===== src/rtl/snake_pkg.sv =====
// snake_pkg: shared state encoding, default timing constants and helpers for the snake step sequencer
//   state_t          sequencer states (3-bit)
//   *_DEF            default tick period, floor, speed-up step and register widths
//   is_playing()     true in the states where the tick timer may run
package snake_pkg;
    typedef enum logic [2:0] {
        S_IDLE,
        S_WAIT_TICK,
        S_STEP,
        S_CHECK,
        S_DRAW,
        S_OVER
    } state_t;
    localparam int TICK_CYCLES_DEF  = 5000000;
    localparam int MIN_TICK_DEF     = 1000000;
    localparam int SPEEDUP_STEP_DEF = 250000;
    localparam int CNT_WIDTH_DEF    = 23;
    localparam int SCORE_WIDTH_DEF  = 8;
    function automatic logic is_playing(input state_t s);
        return s inside {S_WAIT_TICK, S_STEP, S_CHECK, S_DRAW};
    endfunction
endpackage


===== src/rtl/snake_tick_timer.sv =====
// snake_tick_timer: programmable-period tick counter with run gate, load and expire pulse
//   clock, reset   system clock, asynchronous active-high reset
//   run_i          count enable (low while paused or not playing)
//   load_i         restart the count from zero
//   period_i       tick period in cycles
//   expire_o       high in the last cycle of each period while running
module snake_tick_timer
    import snake_pkg::*;
#(
    parameter int CNT_WIDTH = CNT_WIDTH_DEF
) (
    input  logic                 clock,
    input  logic                 reset,
    input  logic                 run_i,
    input  logic                 load_i,
    input  logic [CNT_WIDTH-1:0] period_i,
    output logic                 expire_o
);
    localparam logic [CNT_WIDTH-1:0] ONE = CNT_WIDTH'(1);
    logic [CNT_WIDTH-1:0] count_q, count_d;
    // >= rather than == so a period shortened below the running count still expires
    always_comb begin
        expire_o = run_i && (count_q >= period_i - ONE);
        count_d  = load_i ? '0 : !run_i ? count_q : expire_o ? '0 : count_q + ONE;
    end
    always_ff @(posedge clock or posedge reset) begin
        if (reset) count_q <= '0;
        else       count_q <= count_d;
    end
endmodule


===== src/rtl/snake_step_sequencer.sv =====
// snake_step_sequencer: per-tick game-step scheduler (step, verdict, score/speed, redraw)
//   clock, reset                 system clock, asynchronous active-high reset
//   start                        begins a new game from IDLE or OVER
//   pause                        freezes the tick timer only
//   step_done / step_req         snake engine advance handshake
//   collide_valid, collision,
//   food_eaten                   verdict for the step just taken
//   draw_ack / draw_req          display redraw handshake
//   grow                         lengthen snake by one segment
//   score                        saturating food count
//   playing, game_over, overrun  status flags
module snake_step_sequencer
    import snake_pkg::*;
#(
    parameter int TICK_CYCLES  = TICK_CYCLES_DEF,
    parameter int MIN_TICK     = MIN_TICK_DEF,
    parameter int SPEEDUP_STEP = SPEEDUP_STEP_DEF,
    parameter int CNT_WIDTH    = CNT_WIDTH_DEF,
    parameter int SCORE_WIDTH  = SCORE_WIDTH_DEF
) (
    input  logic                   clock,
    input  logic                   reset,
    input  logic                   start,
    input  logic                   pause,
    input  logic                   step_done,
    input  logic                   collide_valid,
    input  logic                   collision,
    input  logic                   food_eaten,
    input  logic                   draw_ack,
    output logic                   step_req,
    output logic                   grow,
    output logic                   draw_req,
    output logic [SCORE_WIDTH-1:0] score,
    output logic                   playing,
    output logic                   game_over,
    output logic                   overrun
);
    localparam logic [CNT_WIDTH-1:0]   TICK      = CNT_WIDTH'(TICK_CYCLES);
    localparam logic [CNT_WIDTH-1:0]   MIN       = CNT_WIDTH'(MIN_TICK);
    localparam logic [CNT_WIDTH-1:0]   STEP      = CNT_WIDTH'(SPEEDUP_STEP);
    localparam logic [CNT_WIDTH-1:0]   MIN_PLUS  = CNT_WIDTH'(MIN_TICK + SPEEDUP_STEP);
    localparam logic [SCORE_WIDTH-1:0] SCORE_ONE = SCORE_WIDTH'(1);
    state_t               state_q;
    logic [CNT_WIDTH-1:0] period_q;
    logic                 tick_pending_q;
    logic                 expire, start_ok, consume;
    assign start_ok = start && (state_q == S_IDLE || state_q == S_OVER);
    // an expiry in WAIT_TICK is consumed directly, never parked in the pend flag
    assign consume  = (state_q == S_WAIT_TICK) && (tick_pending_q || expire);
    snake_tick_timer #(.CNT_WIDTH(CNT_WIDTH)) u_timer (
        .clock    (clock),
        .reset    (reset),
        .run_i    (is_playing(state_q) && !pause),
        .load_i   (start_ok),
        .period_i (period_q),
        .expire_o (expire)
    );
    always_ff @(posedge clock or posedge reset) begin
        if (reset) begin
            state_q        <= S_IDLE;
            period_q       <= TICK;
            tick_pending_q <= 1'b0;
            step_req       <= 1'b0;
            grow           <= 1'b0;
            draw_req       <= 1'b0;
            score          <= '0;
            playing        <= 1'b0;
            game_over      <= 1'b0;
            overrun        <= 1'b0;
        end else begin
            step_req       <= 1'b0;
            grow           <= 1'b0;
            tick_pending_q <= !consume && (tick_pending_q || expire);
            if (expire && tick_pending_q) overrun <= 1'b1;
            case (state_q)
                S_IDLE, S_OVER: if (start) begin
                    state_q        <= S_WAIT_TICK;
                    period_q       <= TICK;
                    tick_pending_q <= 1'b0;
                    score          <= '0;
                    overrun        <= 1'b0;
                    playing        <= 1'b1;
                    game_over      <= 1'b0;
                end
                S_WAIT_TICK: if (consume) begin
                    state_q  <= S_STEP;
                    step_req <= 1'b1;
                end
                S_STEP: if (step_done) state_q <= S_CHECK;
                S_CHECK: if (collide_valid) begin
                    if (collision) begin
                        state_q   <= S_OVER;
                        playing   <= 1'b0;
                        game_over <= 1'b1;
                    end else begin
                        if (food_eaten) begin
                            grow     <= 1'b1;
                            score    <= &score ? score : score + SCORE_ONE;
                            period_q <= (period_q >= MIN_PLUS) ? period_q - STEP : MIN;
                        end
                        state_q  <= S_DRAW;
                        draw_req <= 1'b1;
                    end
                end
                S_DRAW: if (draw_ack) begin
                    state_q  <= S_WAIT_TICK;
                    draw_req <= 1'b0;
                end
                default: state_q <= S_IDLE;
            endcase
        end
    end
endmodule

===== config.mk =====
export PLATFORM = sky130hd
export DESIGN_NAME = snake_step_sequencer
export DESIGN_NICKNAME = d
export VERILOG_FILES = /design/src/rtl/snake_pkg.sv /design/src/rtl/snake_tick_timer.sv /design/src/rtl/snake_step_sequencer.sv
export SDC_FILE = /design/constraint.sdc
export NUM_CORES = 1
export LEC_CHECK = 0
export CORE_ASPECT_RATIO = 1.5
export CORE_UTILIZATION = 40
export DETAILED_ROUTE_END_ITERATION = 10
export GPL_TIMING_DRIVEN = 0
export PLACE_DENSITY = 0.6
export REMOVE_ABC_BUFFERS = 1
export SLEW_MARGIN = 20
export SYNTH_ARGS = -nofsm -noshare
export SYNTH_HDL_FRONTEND = slang
export SYNTH_SLANG_ARGS = --single-unit

===== constraint.sdc =====
create_clock -name clock -period 8.4 [get_ports clock]
set_input_delay 2.52 -clock clock [delete_from_list [all_inputs] [get_ports clock]]
set_output_delay 2.52 -clock clock [all_outputs]
set_load 0.005 [all_outputs]

## Word-level counts from Yosys, hierarchy flattened

Index checks and enable logic that the tools add are counted.

- Register bits: 64
- Input port bits: 9
- Output and inout port bits: 14
- Logic and storage cells: 98

- $add $sub $neg: 4
- Magnitude comparators: 2
- Eq/ne operators: 14
- Multiplexer cells: 45
- Reductions and logical operators: 22

Operators by type and width:

| operator | number |
|---|---|
| two-way mux 23 bit | 8 |
| case mux 23 bit (2 select lines) | 1 |
| two-way mux 8 bit | 5 |
| adder 23 x 1 -> 23 bit (second input constant) | 1 |
| >= comparator 23 x 21 -> 1 bit (second input constant) | 1 |
| >= comparator 23 bit | 1 |
| subtractor 23 x 1 -> 23 bit (second input constant) | 1 |
| subtractor 23 x 18 -> 23 bit (second input constant) | 1 |
| two-way mux 1 bit | 21 |
| != test 2 bit (second input constant) | 9 |
| case mux 8 bit (2 select lines) | 1 |
| two-way mux 3 bit | 5 |
| case mux 3 bit (5 select lines) | 1 |
| AND reduction 5 bit | 2 |
| adder 8 x 1 -> 8 bit (second input constant) | 1 |
| AND reduction 4 bit | 2 |
| AND reduction 8 bit | 1 |
| == test 3 x 2 -> 1 bit (second input constant) | 2 |
| == test 3 bit (second input constant) | 2 |
| logical AND 1 bit | 6 |
| case mux 1 bit (2 select lines) | 3 |
| AND reduction 6 bit | 1 |
| nonzero test 2 bit | 3 |
| nonzero test 4 bit | 1 |
| other kinds (5) | 7 |

## Logic depth before layout (Yosys ltp)

Gate-level depths: netlist of the first run.

- Word-level depth: 10
- Depth in mapped cells: 15
- Mapped depth without buffers: 14

## Cells and area by module

From an unflattened synthesis of the first run, not the netlist that was laid out.

- Cells, all modules: 502
- Area, all modules: 4322.9 um2

By module, submodules not included:

| module | instances | cells an instance | area an instance (um2) | sequential area each (um2) |
|---|---|---|---|---|
| snake_tick_timer | 1 | 283 | 2255.9 | 575.6 |
| snake_step_sequencer | 1 | 219 | 2067.0 | 935.9 |

## Worst setup path before layout of the first run

No wires, ideal clock.

- Kind: input to register
- Start point: in collision
- End point: reg score[3]
- Library setup time: 0.133 ns
- Arrival: 3.838 ns
- Required time: 8.267 ns
- Slack: 4.429 ns
- Stages on the path: 8
- Cell sequence: and4b_1 o2bb2ai_1 or3_1 buf_2 buf_2 nor3_1 xnor2_1 nor2_1

- Cells in the longest elaborated chain, start to end: 2

Ends and longest elaborated chain:

| what | RTL line | RTL |
|---|---|---|
| start: declaration | snake_step_sequencer.sv:27 | `input logic collision,` |
| != test 2 bit (no line) | - |  |
| AND reduction 6 bit (no line) | - |  |
| end signal: assignment | snake_step_sequencer.sv:98 | `score <= &score ? score : score + SCORE_ONE;` |
| end: declaration | snake_step_sequencer.sv:33 | `output logic [SCORE_WIDTH-1:0] score,` |

Every way passes these cells.
A chain may end at the register's enable or synchronous reset.

## Final worst setup path of the first run

- Start point: in start
- End point: reg u_timer.count_q[19]

- Cells in the longest elaborated chain, start to end: 2
- Elaborated cells on any way between the ends: 3
- Those cells by class: 1 x mux; 2 x reduce/logical

Ends and longest elaborated chain:

| what | RTL line | RTL |
|---|---|---|
| start: declaration | snake_step_sequencer.sv:23 | `input logic start,` |
| logical AND 1 bit * | snake_step_sequencer.sv:47 | `assign start_ok = start && (state_q == S_IDLE \|\| state_q == S_OVER);` |
| two-way mux 23 bit or nonzero test 2 bit (tied branches) | - |  |
| end signal: assignment | snake_tick_timer.sv:28 | `else count_q <= count_d;` |
| end: declaration | snake_tick_timer.sv:20 | `logic [CNT_WIDTH-1:0] count_q, count_d;` |

Every way passes the cells marked *; elsewhere a longest branch is shown, timed or not.

==> run_results.csv, run 1 <==
group,metric,value,unit
routing,routedWlPerCell,16.3,um
clocking,cts_root_buffer,"clkbuf_16",
logic_synthesis,synthDistinctLibCells,66,
logic_synthesis,seq_area_frac_synth,0.363,
global_routing,globalRouteOverflowTotal,0,
routing,drtPass1Iterations,4,
critical_path,cp_cell_sequence,"clkdlybuf4s50_1 > or3_1 > a21oi_1 > nor3_2 > nand2_1 > a21oi_2 > nor2_1",
timing,relSlewSlack,0.404,
clocking,cts_resized,0,
logic_synthesis,synth_edf_count,0,
run,cap_violations,0,
timing,skew,0.00668,ns
logic_synthesis,synth_area_leaders,"dfrtp_1 31%, ha_1 6.9%, dfstp_2 5.0%, nor2_1 4.8%, xor2_1 4.4%",
power,p_leak,2.02,nW
routing,avgViaCountPerCell,5.86,
placement,io_buffer_count,22,
placement,place_area,4460,um2
routing,antenna_left,0,
timing,period_needed,5.09,ns
logic_synthesis,synth.most_common_cell,"nor2_1",
timing,fin_hold_ws,0.489,ns
clocking,cts_buffer_depth,2,
global_routing,grt_pass1_wl,17100,um
critical_path,slowest_delay,0.64,ns
timing,rsz0062_at_grt,"false",
logic_synthesis,synthTopCellsByCount,"53 x nor2_1, 52 x dfrtp_1, 40 x nand2_1",
timing,finalSetupTns,0,ns
logic_synthesis,syn_area_per_cell,8.71,um2
clocking,cts.clk_slew.worst_paths,0.05,ns
logic_synthesis,syn-cell-area,4160,um2
clocking,hold_buffers,0,
logic_synthesis,yosysWarnings,0,
final_layout,postLayoutCoreUtil,0.475,
die,die_w,85.3,um
clocking,post_cts_buffers,0,
timing,setup_slack,3.31,ns
global_routing,antenna_found_initial,0,
timing,slew_violations,0,
clocking,clock_latency,0.34,ns
critical_path,required,8.60,ns
placement,place_ws,2.96,ns
critical_path,endpoint_kind,"flop",
placement,dp.cells,592,
timing,fmax,0.197,GHz
final_layout,n_fill_cell,1010,
power,vdd_drop_max,0.151,mV
logic_synthesis,synth_top_area_frac,0.313,
logic_synthesis,ys.flop_type,"dfrtp_1",
critical_path,critPathTopFamily,"simple AND/OR/NAND/NOR gates",
global_routing,grt_usage,0.199,
placement,place_congestion,0.780,
die,placement_rows,45,
clocking,cts_buffers,9,
power,finalPower,1.40,mW
critical_path,crit_type,"primary input to flop",
final_layout,fin_area,4810,um2
die,core,10100,um2
outcome,status,"finished, final reports clean",
final_layout,drive_above_1_share,0.0978,
die,fp.dieH,127,um
routing,wl,9920,um
clocking,cts_tree,"built",
clocking,clock_sinks,60,
critical_path,critical_path_arrival,5.29,ns
placement,dp_hpwl,7110,um
logic_synthesis,synth_cells,478,
critical_path,worst-path-max-fanout,15,
critical_path,start_kind,"primary input",
hold_path,hp-class,"flop to flop",
routing,vias,3562,
die,num_io_pins,23,
die,start_util,0.411,
timing,setup_violations,0,
power,p_per_area,292,nW/um2
logic_synthesis,synthArstFlopShare,1.00,
final_layout,fin_nets,518,
timing,finalHoldViolCount,0,
die,die-area,10800,um2
logic_synthesis,synth_top_area_cell,"dfrtp_1",
global_routing,grt_pass1_vias,3406,
routing,drt-initial-drc-count,249,
critical_path,critPathSlowestCell,"nand2_1",
global_routing,grt_max_degree,51,
final_layout,synthToLayoutAreaGrowth,15.5,%
timing,fin_crit_sh,0.606,
final_layout,finalNonFillerCells,608,
timing,tightest_slew,0.893,ns
final_layout,diodes,0,
critical_path,path_buf_inv,1,
clocking,h-tree-depth,3,
logic_synthesis,ys_seq_elements,60,
routing,route.detailed.drc,0,
-- power breakdown --
group	total [mW]	internal (mW)	switching [mW]
logic	0.497	0.192	0.305
clock network	0.436	0.298	0.139
registers	0.472	0.362	0.109
total	1.40	0.852	0.553
-- cell families after synthesis --
group | share of synthesized area
muxes | 0.00240
DFF | 0.363
and+or+nand+nor | 0.251
buffers and inverters | 0.0442
xor gates and xnor gates | 0.0862
adders and majority gates | 0.0691
AOI/OAI and AO/OA | 0.184
-- cell usage in the layout, fill, tap and decap left out, types with 3 or more instances in the layout --
master and n:
nor3_2 3, nand2_1 40, inv_1 15, o211ai_1 9
dfrtp_1 52, dfstp_2 8, a31oi_1 16, clkbuf_16 9
a21o_1 5, o22ai_1 7, o21a_1 6, nand2b_1 8
o31ai_1 5, nand3_1 26, a21oi_1 21, or3_1 6
nand3b_1 4, nand4_1 10, and3_1 6, nor3b_1 3
nor3_1 13, clkdlybuf4s50_1 22, nor3b_2 3, or2_2 5
nor2_1 53, o21ai_0 9, ha_1 23, bufinv_16 3
xor2_1 21, o21ai_1 5, xnor2_1 20, and2_1 4
-- state kept, by name (all words and copies together) (netlist names) --
signal and count:
u_timer.count_q 23, period_q 19, score 8, state_q 3
draw_req 1, game_over 1, grow 1, overrun 1
playing 1, step_req 1, tick_pending_q 1
-- path summary, 6_finish.rpt --
kind	start	endpoint	slack, ns	depth (start not counted)
min in group asynchronous	reset	tick_pending_q$_DFF_PP0_	2.44	2
setup reg to reg	period_q[7]$_DFFE_PP0P_	state_q[1]$_DFFE_PP0P_	4.31	14
max in group asynchronous	reset	period_q[22]$_DFFE_PP1P_	5.40	3
hold / removal	overrun$_DFF_PP0_	overrun$_DFF_PP0_	0.49	1
setup / recovery	start	u_timer.count_q[19]$_DFFE_PP0P_	3.31	7
hold reg to reg	overrun$_DFF_PP0_	overrun$_DFF_PP0_	0.49	1
-- layout make-up --
type | count | area [um2] | share of cell area
clock buffers | 10 | 239 | 0.0497
clock inverters | 6 | 111 | 0.0231
inverters | 17 | 66.3 | 0.0138
multi-input cells | 374 | 2470 | 0.514
flip-flops and latches | 60 | 1510 | 0.314
well taps | 117 | 146 | 0.0304
repair buffers | 24 | 263 | 0.0546
-- metal layers --
metal / track usage / share of wire / up-vias
li1: - / - / 1735
met1: 0.242 / 0.44 / 1732
met2: 0.341 / 0.50 / 72
met3: 0.0416 / 0.033 / 23
met4: 0.0843 / 0.031 / 0
met5: 0 / 0 / -
Power figures use the tool's default switching activity.
==> inputs of run 2 (changes only) <==
==> constraint.sdc (replaced) <==
create_clock -name clock -period 5.2 [get_ports clock]
set_input_delay 1.56 -clock clock [delete_from_list [all_inputs] [get_ports clock]]
set_output_delay 1.56 -clock clock [all_outputs]
set_load 0.005 [all_outputs]
==> results of run 2 <==
The final DEF is identical to that of run 1. Status: finished, final reports clean.
Main changes from that run: setup slack after placement 2.96 ns -> 0.717 ns; setup slack after layout 3.31 ns -> 1.07 ns; register-to-register setup slack 4.31 ns -> 1.11 ns; total power 1.40 mW -> 2.27 mW; worst IR drop on VDD 0.151 mV -> 0.244 mV
==> inputs of run 3 (changes only) <==
--- a/config.mk
+++ b/config.mk
@@ -9,7 +9,7 @@
 export CORE_UTILIZATION = 40
 export DETAILED_ROUTE_END_ITERATION = 10
 export GPL_TIMING_DRIVEN = 0
-export PLACE_DENSITY = 0.6
+export PLACE_DENSITY = 0.62
 export REMOVE_ABC_BUFFERS = 1
 export SLEW_MARGIN = 20
 export SYNTH_ARGS = -nofsm -noshare
==> constraint.sdc (replaced) <==
create_clock -name clock -period 3.4 [get_ports clock]
set_input_delay 1.02 -clock clock [delete_from_list [all_inputs] [get_ports clock]]
set_output_delay 1.02 -clock clock [all_outputs]
set_load 0.005 [all_outputs]
==> run 3 against run 2 <==
Effect of this change:
- the flow now finishes with violations (negative setup slack)
- count of clock-buffer cells in the layout up 2
- critical path type is now flop to flop
- largest cell class unchanged
- clock power is 31% higher
- critical endpoint is now state_q[1]$_DFFE_PP0P_
- setup slack worse by 1.1 ns
- non-clock buffer count up 12
- via count grew 2.6%
- combinational power is 70% higher
==> run_results.csv, run 3 (synthesis results as in run 1) <==
group,metric,value,unit
outcome,status,"finished, violations left",
outcome,violations,"negative setup slack",
final_layout,top_register,"u_timer.count_q",
final_layout,diodes,0,
timing,finalHoldViolCount,0,
final_layout,largestRegisters,"u_timer.count_q: 23 flops, period_q: 19 flops, score: 8 flops",
final_layout,mostFrequentLayoutCells,"51 x dfrtp_1, 49 x nor2_1, 39 x nand2_1",
timing,period_needed,3.45,ns
timing,skew,0.00592,ns
die,die-area,10800,um2
global_routing,globalRouteOverflowTotal,0,
critical_path,endpoint_kind,"flop",
die,placement_rows,45,
critical_path,cp_cell_sequence,"nor4_4 > nand3_1 > or2_1 > nand2b_4 > nor3_4 > xnor2_1 > ha_1 > nand4_1 > or3_4 > o211ai_1 > nor4_4 > buf_6 > or3_1 > a21oi_1",
clocking,cts.clk_slew.worst_paths,0.05,ns
clocking,h-tree-depth,3,
die,num_io_pins,23,
final_layout,fin_area,5020,um2
timing,fmax,0.290,GHz
die,core,10100,um2
final_layout,fin_nets,531,
clocking,cts_root_buffer,"clkbuf_16",
placement,dp_hpwl,7230,um
final_layout,multiInputGateArea,2630,um2
final_layout,n_fill_cell,960,
timing,slew_violations,0,
die,start_util,0.411,
global_routing,antenna_found_initial,0,
clocking,cts_buffers,9,
global_routing,grt_max_degree,46,
clocking,cts_buffer_depth,2,
routing,drt-initial-drc-count,191,
hold_path,hp-class,"flop to flop",
timing,rsz0062_at_grt,"true",
timing,fin_crit_sh,1.01,
power,combPwrFrac,0.393,
critical_path,worst-path-max-fanout,5,
power,switching_share,0.412,
critical_path,slowest_delay,0.40,ns
critical_path,crit_top_cell,"nor4_4",
placement,dp.cells,592,
critical_path,required,3.66,ns
global_routing,grt_pass1_wl,17300,um
clocking,clock_latency,0.34,ns
timing,fin_hold_ws,0.492,ns
final_layout,drive_above_1_share,0.157,
routing,drtPass1Iterations,4,
final_layout,largest_reg_flops,23,
power,intPower,2.04,mW
final_layout,ff_latch_area,1510,um2
critical_path,start_kind,"flop",
routing,wl,10400,um
timing,relSlewSlack,0.395,
final_layout,finalNonFillerCells,621,
critical_path,crit_type,"flop to flop",
timing,setup_violations,12,
final_layout,final_common_cell,"dfrtp_1",
placement,place_congestion,0.854,
power,p_per_area,692,nW/um2
placement,place_area,4450,um2
clocking,clock_sinks,60,
global_routing,grt_pass1_vias,3624,
timing,setup_slack,-0.0496,ns
die,fp.dieH,127,um
routing,avgViaCountPerCell,5.89,
power,p_leak,2.07,nW
power,power_switching,1.43,mW
critical_path,critical_path_arrival,3.71,ns
routing,vias,3655,
power,p_seq_frac,0.341,
clocking,cts_tree,"built",
routing,antenna_left,0,
routing,route.detailed.drc,0,
power,vdd_drop_max,0.402,mV
die,die_w,85.3,um
placement,io_buffer_count,22,
final_layout,synthToLayoutAreaGrowth,20.5,%
global_routing,grt_usage,0.202,
run,cap_violations,0,
critical_path,critPathSlowestCell,"dfstp_2",
timing,tightest_slew,0.907,ns
routing,routedWlPerCell,16.7,um
power,p_clk_frac,0.267,
==> run 3: layout make-up <==
class / instances / share of cell area
clock buffer: 12 / 0.0511
tap: 117 / 0.0292
inverter: 17 / 0.0132
timing repair buffer: 36 / 0.0716
sequential: 60 / 0.302
multi-input combinational: 375 / 0.524
clock inverter: 4 / 0.00948
==> run 3: worst max-delay path: cells and delay by family (launching register included) <==
kind / cells / cell delay (ns)
simple gates: 9 / 2.02
compound gates: 2 / 0.41
flops: 1 / 0.40
fa+ha+maj: 1 / 0.30
buf+inv: 1 / 0.15
xor+xnor: 1 / 0.09
==> run 3: metal layers <==
layer,share of wire,vias up,global-route usage
met3,0.024,27,0.0293
met4,0.032,0,0.0990
met5,0,-,0
li1,-,1765,-
met1,0.41,1805,0.229
met2,0.53,58,0.366
==> run 3: timing repair <==
item | CTS | global route
pin swaps | 14 | 7
endpoints found under the setup margin | 28 | 35
resized for setup | 19 | 12
cloned | 0 | 2
buffers inserted | 10 | 1
hold buffers | 0 | 0
==> run 3: path summary, 6_finish.rpt <==
check                           slack [ns]                        to                    start  cells past startpoint
worst min register to register        0.49         overrun$_DFF_PP0_        overrun$_DFF_PP0_                      1
worst max register to register       -0.05    state_q[1]$_DFFE_PP0P_  period_q[8]$_DFFE_PP1P_                     14
min in group asynchronous             0.97     game_over$_DFFE_PP0P_                    reset                      2
max in group asynchronous             1.86  period_q[22]$_DFFE_PP1P_                    reset                      3
worst min-delay path                  0.49         overrun$_DFF_PP0_        overrun$_DFF_PP0_                      1
worst max-delay path                 -0.05    state_q[1]$_DFFE_PP0P_  period_q[8]$_DFFE_PP1P_                     14
==> run 3: power groups by stage <==
stage,clock network (mW),logic (mW),registers [mW]
2_1_floorplan,0,0.917,1.10
3_3_place_gp,0,1.19,1.17
3_5_place_dp,0,1.23,1.17
4_1_cts,0.938,1.32,1.17
5_1_grt,0.966,1.53,1.21
6_report,0.926,1.36,1.18
==> run 3: through the flow <==
step	total power, mW	utilization	setup WS (ns)	TNS (ns)
after floorplan	2.02	-	-0.150	-1.92
after global placement	2.36	0.435	-0.946	-35.08
after detailed placement	2.40	0.439	-0.753	-17.84
after CTS	3.43	0.486	-0.0237	-0.0367
after global routing	3.71	0.495	-0.227	-4.02
final	3.47	0.495	-0.0496	-0.307
